## src/rtl/alu_sequencer_if.sv

```systemverilog
// Memory and ALU connection bundle for alu_sequencer.
// The master modport is the sequencer side; slave is the memory/ALU side.
interface alu_sequencer_if;
   logic       imemReq;
   logic [7:0] imemAddr;
   logic       imemValid;
   logic [7:0] imemData;

   logic       dmemReq;
   logic       dmemWe;
   logic [4:0] dmemAddr;
   logic [7:0] dmemWData;
   logic       dmemValid;
   logic [7:0] dmemRData;

   logic [7:0] aluA;
   logic [7:0] aluB;
   logic [1:0] aluCtrl;
   logic [7:0] aluPc;
   logic [7:0] aluResult;

   modport master (
      output imemReq, imemAddr,
      input  imemValid, imemData,
      output dmemReq, dmemWe, dmemAddr, dmemWData,
      input  dmemValid, dmemRData,
      output aluA, aluB, aluCtrl, aluPc,
      input  aluResult
   );

   modport slave (
      input  imemReq, imemAddr,
      output imemValid, imemData,
      input  dmemReq, dmemWe, dmemAddr, dmemWData,
      output dmemValid, dmemRData,
      input  aluA, aluB, aluCtrl, aluPc,
      output aluResult
   );
endinterface

```

## src/rtl/alu_sequencer.sv

```systemverilog
// Fetch/operand/execute controller for the 8-bit accumulator machine.
// Define SEQ_TIMEOUT_EN to add the memory-handshake timeout and FAULT state.
module alu_sequencer #(
   parameter logic [7:0] RESET_PC       = 8'h00,
   parameter int         TIMEOUT_CYCLES = 15
) (
   input  logic                  clk,
   input  logic                  resetN,
   alu_sequencer_if.master       bus,
   output logic [7:0]            acc,
   output logic                  halted,
   output logic                  fault
);

   typedef enum logic [2:0] {
      ST_FETCH, ST_MEM, ST_EXEC, ST_HALT, ST_FAULT
   } state_e;

   typedef enum logic [2:0] {
      OP_ADD, OP_NAND, OP_BNZ, OP_SLT, OP_LD, OP_ST, OP_LDI, OP_HALT
   } op_e;

   if (TIMEOUT_CYCLES < 1) begin : g_bad_cfg
      $error("alu_sequencer: TIMEOUT_CYCLES must be at least 1");
   end

   state_e     state_q, state_d;
   logic [7:0] pc_q, pc_d;
   logic [7:0] acc_q, acc_d;
   logic [7:0] ir_q, ir_d;
   logic [7:0] mdr_q, mdr_d;
   logic       imem_req_q, imem_req_d;
   logic       dmem_req_q, dmem_req_d;
   logic       dmem_we_q, dmem_we_d;
   logic [1:0] alu_ctrl_q, alu_ctrl_d;
   logic       halted_q, halted_d;
   op_e        op;

`ifdef SEQ_TIMEOUT_EN
   localparam int TMO_W = ($clog2(TIMEOUT_CYCLES) < 4) ? 4 : $clog2(TIMEOUT_CYCLES);
   localparam logic [TMO_W-1:0] TMO_LAST = TMO_W'(TIMEOUT_CYCLES - 1);

   logic [TMO_W-1:0] tmo_cnt_q, tmo_cnt_d;
   logic             fault_q, fault_d;
   logic             waiting;
`endif

   assign op = op_e'(ir_q[7:5]);

   always_comb begin
      // NOTE: every _d takes its hold value first, so no path through this block can infer a latch.
      state_d = state_q;
      pc_d    = pc_q;
      acc_d   = acc_q;
      ir_d    = ir_q;
      mdr_d   = mdr_q;

      case (state_q)
         ST_FETCH: begin
            if (imem_req_q && bus.imemValid) begin
               ir_d = bus.imemData;
               case (bus.imemData[7:5])
                  3'b110:  state_d = ST_EXEC;
                  3'b111:  state_d = ST_HALT;
                  default: state_d = ST_MEM;
               endcase
            end
         end
         ST_MEM: begin
            if (dmem_req_q && bus.dmemValid) begin
               if (op == OP_ST) begin
                  pc_d    = pc_q + 8'd1;
                  state_d = ST_FETCH;
               end else begin
                  mdr_d   = bus.dmemRData;
                  state_d = ST_EXEC;
               end
            end
         end
         ST_EXEC: begin
            state_d = ST_FETCH;
            pc_d    = pc_q + 8'd1;
            case (op)
               OP_BNZ:  pc_d  = bus.aluResult;
               OP_LD:   acc_d = mdr_q;
               OP_LDI:  acc_d = {3'b000, ir_q[4:0]};
               default: acc_d = bus.aluResult;
            endcase
         end
         default: state_d = state_q;
      endcase

`ifdef SEQ_TIMEOUT_EN
      // A stalled handshake never changes state, so the counter only needs clearing on a transition.
      waiting   = (imem_req_q && !bus.imemValid) || (dmem_req_q && !bus.dmemValid);
      tmo_cnt_d = tmo_cnt_q;
      if (waiting) begin
         if (tmo_cnt_q == TMO_LAST) state_d = ST_FAULT;
         else                       tmo_cnt_d = tmo_cnt_q + 1'b1;
      end else if (state_d != state_q) begin
         tmo_cnt_d = '0;
      end
      fault_d = (state_d == ST_FAULT);
`endif

      imem_req_d = (state_d == ST_FETCH);
      dmem_req_d = (state_d == ST_MEM);
      dmem_we_d  = (state_d == ST_MEM) && (ir_d[7:5] == OP_ST);
      alu_ctrl_d = (state_d == ST_EXEC) ? ir_d[6:5] : 2'b00;
      halted_d   = (state_d == ST_HALT);
   end

   always_ff @(posedge clk) begin
      // NOTE: reset is tested inside the clocked block, making it synchronous; outputs reset to idle too.
      if (!resetN) begin
         state_q    <= ST_FETCH;
         pc_q       <= RESET_PC;
         acc_q      <= 8'h00;
         ir_q       <= 8'h00;
         mdr_q      <= 8'h00;
         imem_req_q <= 1'b0;
         dmem_req_q <= 1'b0;
         dmem_we_q  <= 1'b0;
         alu_ctrl_q <= 2'b00;
         halted_q   <= 1'b0;
`ifdef SEQ_TIMEOUT_EN
         tmo_cnt_q  <= '0;
         fault_q    <= 1'b0;
`endif
      end else begin
         state_q    <= state_d;
         pc_q       <= pc_d;
         acc_q      <= acc_d;
         ir_q       <= ir_d;
         mdr_q      <= mdr_d;
         imem_req_q <= imem_req_d;
         dmem_req_q <= dmem_req_d;
         dmem_we_q  <= dmem_we_d;
         alu_ctrl_q <= alu_ctrl_d;
         halted_q   <= halted_d;
`ifdef SEQ_TIMEOUT_EN
         tmo_cnt_q  <= tmo_cnt_d;
         fault_q    <= fault_d;
`endif
      end
   end

   assign bus.imemReq   = imem_req_q;
   assign bus.imemAddr  = pc_q;
   assign bus.dmemReq   = dmem_req_q;
   assign bus.dmemWe    = dmem_we_q;
   assign bus.dmemAddr  = ir_q[4:0];
   assign bus.dmemWData = acc_q;
   assign bus.aluA      = acc_q;
   assign bus.aluB      = mdr_q;
   assign bus.aluCtrl   = alu_ctrl_q;
   assign bus.aluPc     = pc_q;

   assign acc    = acc_q;
   assign halted = halted_q;
`ifdef SEQ_TIMEOUT_EN
   assign fault  = fault_q;
`else
   assign fault  = 1'b0;
`endif

endmodule
```

## src/flat_wrapper.sv

```systemverilog
// flat-port wrapper written by rule: the top's interface ports become plain ports
module alu_sequencer_flat 
#(
   parameter logic [7:0] RESET_PC       = 8'h00,
   parameter int         TIMEOUT_CYCLES = 15
)
  (clk, resetN, acc, halted, fault, bus_imemReq, bus_imemAddr, bus_imemValid, bus_imemData, bus_dmemReq, bus_dmemWe, bus_dmemAddr, bus_dmemWData, bus_dmemValid, bus_dmemRData, bus_aluA, bus_aluB, bus_aluCtrl, bus_aluPc, bus_aluResult);
  alu_sequencer_if bus_i ();
  input  logic clk;
  input  logic resetN;
  output logic [7:0] acc;
  output logic halted;
  output logic fault;
  output wire logic [$bits(bus_i.imemReq)-1:0] bus_imemReq;
  output wire logic [$bits(bus_i.imemAddr)-1:0] bus_imemAddr;
  input wire logic [$bits(bus_i.imemValid)-1:0] bus_imemValid;
  input wire logic [$bits(bus_i.imemData)-1:0] bus_imemData;
  output wire logic [$bits(bus_i.dmemReq)-1:0] bus_dmemReq;
  output wire logic [$bits(bus_i.dmemWe)-1:0] bus_dmemWe;
  output wire logic [$bits(bus_i.dmemAddr)-1:0] bus_dmemAddr;
  output wire logic [$bits(bus_i.dmemWData)-1:0] bus_dmemWData;
  input wire logic [$bits(bus_i.dmemValid)-1:0] bus_dmemValid;
  input wire logic [$bits(bus_i.dmemRData)-1:0] bus_dmemRData;
  output wire logic [$bits(bus_i.aluA)-1:0] bus_aluA;
  output wire logic [$bits(bus_i.aluB)-1:0] bus_aluB;
  output wire logic [$bits(bus_i.aluCtrl)-1:0] bus_aluCtrl;
  output wire logic [$bits(bus_i.aluPc)-1:0] bus_aluPc;
  input wire logic [$bits(bus_i.aluResult)-1:0] bus_aluResult;
  assign bus_imemReq = bus_i.imemReq;
  assign bus_imemAddr = bus_i.imemAddr;
  assign bus_i.imemValid = bus_imemValid;
  assign bus_i.imemData = bus_imemData;
  assign bus_dmemReq = bus_i.dmemReq;
  assign bus_dmemWe = bus_i.dmemWe;
  assign bus_dmemAddr = bus_i.dmemAddr;
  assign bus_dmemWData = bus_i.dmemWData;
  assign bus_i.dmemValid = bus_dmemValid;
  assign bus_i.dmemRData = bus_dmemRData;
  assign bus_aluA = bus_i.aluA;
  assign bus_aluB = bus_i.aluB;
  assign bus_aluCtrl = bus_i.aluCtrl;
  assign bus_aluPc = bus_i.aluPc;
  assign bus_i.aluResult = bus_aluResult;
  alu_sequencer #(.RESET_PC(RESET_PC), .TIMEOUT_CYCLES(TIMEOUT_CYCLES)) u_core (.clk(clk), .resetN(resetN), .bus(bus_i), .acc(acc), .halted(halted), .fault(fault));
endmodule
```

## config.mk

```make
export PLATFORM = sky130hd
export DESIGN_NAME = alu_sequencer_flat
export DESIGN_NICKNAME = d
export VERILOG_FILES = /design/src/rtl/alu_sequencer_if.sv /design/src/rtl/alu_sequencer.sv /design/src/flat_wrapper.sv
export SDC_FILE = /design/constraint.sdc
export NUM_CORES = 1
export LEC_CHECK = 0
export ABC_AREA = 1
export BUFFER_PORTS_ARGS = -buffer_cell sky130_fd_sc_hd__buf_2
export CAP_MARGIN = 20
export CORE_ASPECT_RATIO = 2
export CORE_UTILIZATION = 30
export CTS_BUF_LIST = sky130_fd_sc_hd__clkbuf_8
export DETAILED_ROUTE_END_ITERATION = 6
export PLACE_DENSITY = 0.59
export RECOVER_POWER = 100
export SLEW_MARGIN = 30
export SYNTH_ARGS = -nofsm -noshare
export SYNTH_HDL_FRONTEND = slang
export SYNTH_SLANG_ARGS = --single-unit
```

## constraint.sdc

```tcl
create_clock -name clk -period 1.1 [get_ports clk]
set_input_delay 0.11 -clock clk [delete_from_list [all_inputs] [get_ports clk]]
set_output_delay 0.11 -clock clk [all_outputs]
set_load 0.005 [all_outputs]
```

After elaboration in Yosys (flattened, before gate mapping)
Index checks and enable logic that the tools add are counted.
Storage, ports and cells
  bits in registers: 41
  input port bits: 28
  output and inout bits: 60
  word-level logic and storage cells: 51
Cells by class
  bitwise operators: 2
  eq/ne operators: 14
  reductions and logical operators: 11
  multiplexer cells: 12
  add/sub/neg operators: 1
Operators by type and width (number)
  8-bit 2-to-1 mux: 5
  8-bit case mux with 3 select lines: 1
  3-bit equality test (second input constant): 6
  8-bit case mux with 2 select lines: 1
  3-bit by 2-bit equality test with 1-bit output (second input constant): 4
  3-bit case mux with 3 select lines: 1
  8-bit by 1-bit adder with 8-bit output (second input constant): 1
  3-bit by 1-bit equality test with 1-bit output (second input constant): 2
  3-bit logical NOT: 2
  3-bit 2-to-1 mux: 2
  2-bit AND reduction: 3
  3-bit AND reduction: 2
  2-bit by 1-bit inequality test with 1-bit output (second input constant): 2
  2-bit case mux with 2 select lines: 1
  1-bit logical AND: 3
  2-bit 2-to-1 mux: 1
  1-bit NOT: 2
  2-bit nonzero test: 1

Logic depth before layout (Yosys ltp)
  depth in word-level cells: 6
  depth in mapped cells: 9
  mapped depth without buffers: 9

Least setup slack after synthesis
No wires, ideal clock.
  kind: register to register
  start: register u_core.state_q[2]
  end: register u_core.pc_q[7] (netlist: u_core.bus.aluPc[7])
  setup time: 113 ps
  path buffers: 1
  clock period less this slack: 1204 ps
  setup slack: -104 ps
  required time: 987 ps
  data arrival time: 1092 ps
  stages on the path, launching flop included: 10
  path through: dfxtp_1 > buf_4 > inv_2 > nand3_4 > nand2_2 > nand3_4 > inv_4 > nand2_1 > nor2_1 > nor2_1
On the way
  cells in the longest elaborated chain, start to end: 3
  elaborated cells on any way between the ends: 7
  classes of those cells: eq/ne (4); mux (1); reduce/logical (2)
Ends and longest elaborated chain
  start: declaration: line alu_sequencer.sv:27  | state_e state_q, state_d;
  start signal: assignment: line alu_sequencer.sv:131  | state_q <= state_d;
  3-bit by 1-bit equality test with 1-bit output / 3-bit by 2-bit equality test with 1-bit output (equally long branches): line alu_sequencer.sv:58  | case (state_q)
  2-bit by 1-bit inequality test with 1-bit output (no line) / 2-bit nonzero test (equally long branches)
  3-bit AND reduction (no line)
  end signal: assignment: line alu_sequencer.sv:132  | pc_q <= pc_d;
  end: declaration: line alu_sequencer.sv:28  | logic [7:0] pc_q, pc_d;
Several ways; a longest one is shown, not always the timed one.
A chain may end at the register's enable or synchronous reset.

Worst setup path in the final report
  start: register u_core.state_q[1]
  end: register u_core.pc_q[5] (netlist: u_core.bus.aluPc[5])
Same word-level chain as after synthesis.

==> results.py <==
metrics = {
    "setup_path": {
        "crit_required_ns": 1.30,
        "timing.rr.start": "u_core.state_q[1]",
        "worstPathCellList": "nor2_4 -> buf_4 -> nand3_4 -> nand3_4 -> inv_6 -> a21oi_2 -> nor2_1",
        "cp.arrival_ns": 1.49,
        "path_common_cell": "nand3_4",
        "critPathSlowestCell": "dfxtp_4",
        "criticalPathCategory": "flip-flop to flip-flop",
        "cp_slowest_stage_delay_ns": 0.38,
        "critPathLaunchType": "flip-flop",
        "cp-startpoint": "u_core.state_q[1]",
        "cp.buffers_inverters": 2,
        "cp-end-kind": "flip-flop",
        "cp_top_family": "simple AND/OR/NAND/NOR gates",
        "cp_max_fo": 7,
    },
    "logic_synthesis": {
        "asyncSetResetFlopFracSynth": 0,
        "synth_compound_area_frac": 0.1653,
        "synthCells": 316,
        "syn_nets": 345,
        "synthAdderAreaFrac": 0.005663,
        "yosysMostFrequentCell": "nand2_1",
        "synth_top_family_by_area": "simple AND/OR/NAND/NOR gates",
        "synth_cell_type_count": 26,
        "seq_area_frac_synth": 0.3715,
        "yosys_warnings": 0,
        "yosys.area_share.simple": 0.2542,
        "synth_xor_area_frac": 0.003964,
        "synth-edff-count": 0,
        "ys_ff_latch": 41,
        "yosys.area.top_type": "dfxtp_1",
        "ys.flop_type": "dfxtp_1",
        "syn_area_um2": 2210,
        "synth.top_cell.area_share": 0.3715,
        "avgSynthCellArea_um2": 6.992,
        "synth_commonest_cells": "nand2_1, inv_1, dfxtp_1, a21oi_1, o21ai_0",
        "muxShareOfSynthArea": 0,
        "ys_top_cells_by_area": "dfxtp_1, buf_4, nand2_1",
    },
    "sta": {
        "setup_viol": 40,
        "setup_ws_ns": -0.1859,
        "timing.fmax_ghz": 0.7777,
        "finClkSkew_ns": 0.01032,
        "hold_violations": 0,
        "holdWs_ns": 0.05846,
        "post-route-period-util": 1.169,
        "drv_slew": 0,
        "rsz0062_at_grt": "true",
        "min_period_ns": 1.286,
        "tns_ns": -4.293,
    },
    "global_routing": {
        "gr-total-overflow": 0,
        "grtUsageTotal": 0.1760,
        "antenna_found_initial": 0,
        "grt_max_degree": 22,
        "grt_pass1_wl_mm": 10.37,
        "grt_pass1_vias": 2303,
    },
    "detailed_routing": {
        "drtPass1Iterations": 4,
        "dr_total_vias": 2362,
        "wl_mm": 6.680,
        "met1Wirelength_mm": 2.361,
        "wl_met2_mm": 3.671,
        "antenna_left": 0,
        "drc_errors": 0,
        "routed-wl-met3_um": 261,
        "top_layer": "met4",
        "wl_per_cell_um": 13.20,
        "via_per_inst": 4.668,
        "drtIter0Drc": 92,
    },
    "hold_path": {
        "hp-start": "bus_dmemRData[5]",
        "hold_path.class": "input port to flip-flop",
    },
    "clocking": {
        "cts_buffer_depth": 2,
        "clk_latency_ns": 0.31,
        "cts_hold_buf": 0,
        "cts_made_buffers": 5,
        "path_clk_slew_ns": 0.09,
        "clock-sinks": 41,
        "cts_tree": "done",
        "htreeDepth": 2,
        "root_buffer": "clkbuf_8",
    },
    "floorplan": {
        "die_h_um": 123.4,
        "num_io_pins": 88,
        "die_w_um": 62.69,
        "dieArea_um2": 7733,
        "initial_core_util": 0.3135,
        "core-area_um2": 7048,
        "placementRows": 43,
    },
    "final_layout": {
        "fin_area_um2": 3294,
        "nNetsFinal": 444,
        "fin_util": 0.4674,
        "area_growth_syn_to_layout_pct": 49.09,
        "diodes": 0,
        "layout-drive-gt1-share": 0.5072,
    },
    "pwr": {
        "vdd_drop_max_uv": 729.1,
        "power_density_nw_per_um2": 1040,
        "power.leakage_nw": 1.497,
    },
    "run_status": {
        "status": "finished, violations left",
        "violations": "setup timing",
    },
    "place": {
        "dpl.hpwl_mm": 4.930,
        "place_congestion": 0.9020,
        "port_buffers": 86,
        "placed_cell_area_um2": 2750,
        "pre_cts_ws_ns": -0.2341,
    },
    "run": {
        "drv_cap": 0,
    },
}
-- layout make-up --
| type | instances | area [µm²] |
|---|---|---|
| multi-input cells | 193 | 1301 |
| inverters | 46 | 185.2 |
| clock buffers | 5 | 68.82 |
| clock inverters | 3 | 13.76 |
| flip-flops and latches | 41 | 843.3 |
| fillers | 743 | 3754 |
| repair buffers | 128 | 769.5 |
| well taps | 90 | 112.6 |
-- registers in the layout, summed over array words and instances (netlist names) --
signal	flops
u_core.acc	8
u_core.bus.aluB	8
u_core.bus.aluPc	8
u_core.ir_q	8
u_core.state_q	3
u_core.bus.aluCtrl	2
u_core.bus.dmemReq	1
u_core.bus.dmemWe	1
u_core.bus.imemReq	1
u_core.halted	1
-- tightest hold or removal path: stages --
cell and delay (ns):
buf_2 0.09, o21ai_2 0.06, a21oi_2 0.08
-- stage by stage --
stage,instances,total power [W]
after floorplan,316,0.002009
after global placement,486,0.002247
after detailed placement,486,0.002253
after CTS,505,0.003410
after global routing,506,0.003599
final,506,0.003428
-- repair_timing --
item                                    CTS  global route
pin swaps                                19            12
endpoints found under the setup margin   40            40
resized for setup                        92            38
endpoints found under the hold margin     0             0
gates cloned                              1             0
setup buffers                            10             3
-- cells in the final DEF (no fill, tap or decap), types with 4 or more instances in the layout --
cell type / count
o21ai_2: 8
nor2_1: 16
dfxtp_4: 5
a21oi_1: 17
o21ai_1: 12
nand2_1: 40
buf_4: 25
nor2_4: 12
clkbuf_8: 5
inv_2: 7
nand2_4: 4
nand3_4: 7
o22ai_1: 4
buf_6: 7
o21ai_4: 4
nor2_2: 5
nand2_2: 15
o21ai_0: 8
inv_1: 36
a21oi_2: 15
nand3_1: 13
buf_2: 69
clkbuf_1: 20
dfxtp_1: 33
-- path summary, 6_finish.rpt --
kind | end | slack (ns) | cells after the start
hold reg to reg | u_core.bus.aluB[7] | 0.49 | 2
hold / removal | u_core.bus.aluB[5] | 0.06 | 3
setup / recovery | u_core.bus.aluPc[5] | -0.19 | 7
setup reg to reg | u_core.bus.aluPc[5] | -0.19 | 7
-- layer usage --
metal | GRT usage | vias to the layer above
li1 | - | 1187
met1 | 0.1694 | 1082
met2 | 0.3220 | 69
met3 | 0.03044 | 24
met4 | 0.1468 | 0
met5 | 0 | -
-- cell families (layout without fill, tap and decap cells) --
family / count (synthesis) / after routing
and+or+nand+nor: 119 / 119
buffers and inverters: 82 / 182
AOI/OAI and AO/OA: 71 / 71
DFF: 41 / 41
adders and majority gates: 1 / 1
other: 1 / 1
xor gates and xnor gates: 1 / 1
-- power by group --
| group | switching [W] | internal (W) | leakage [nW] |
|---|---|---|---|
| logic | 0.000470 | 0.000353 | 1.11 |
| clock network | 0.000558 | 0.000431 | 0.0491 |
| registers | 0.0000649 | 0.00155 | 0.337 |
Power figures use the tool's default switching activity.
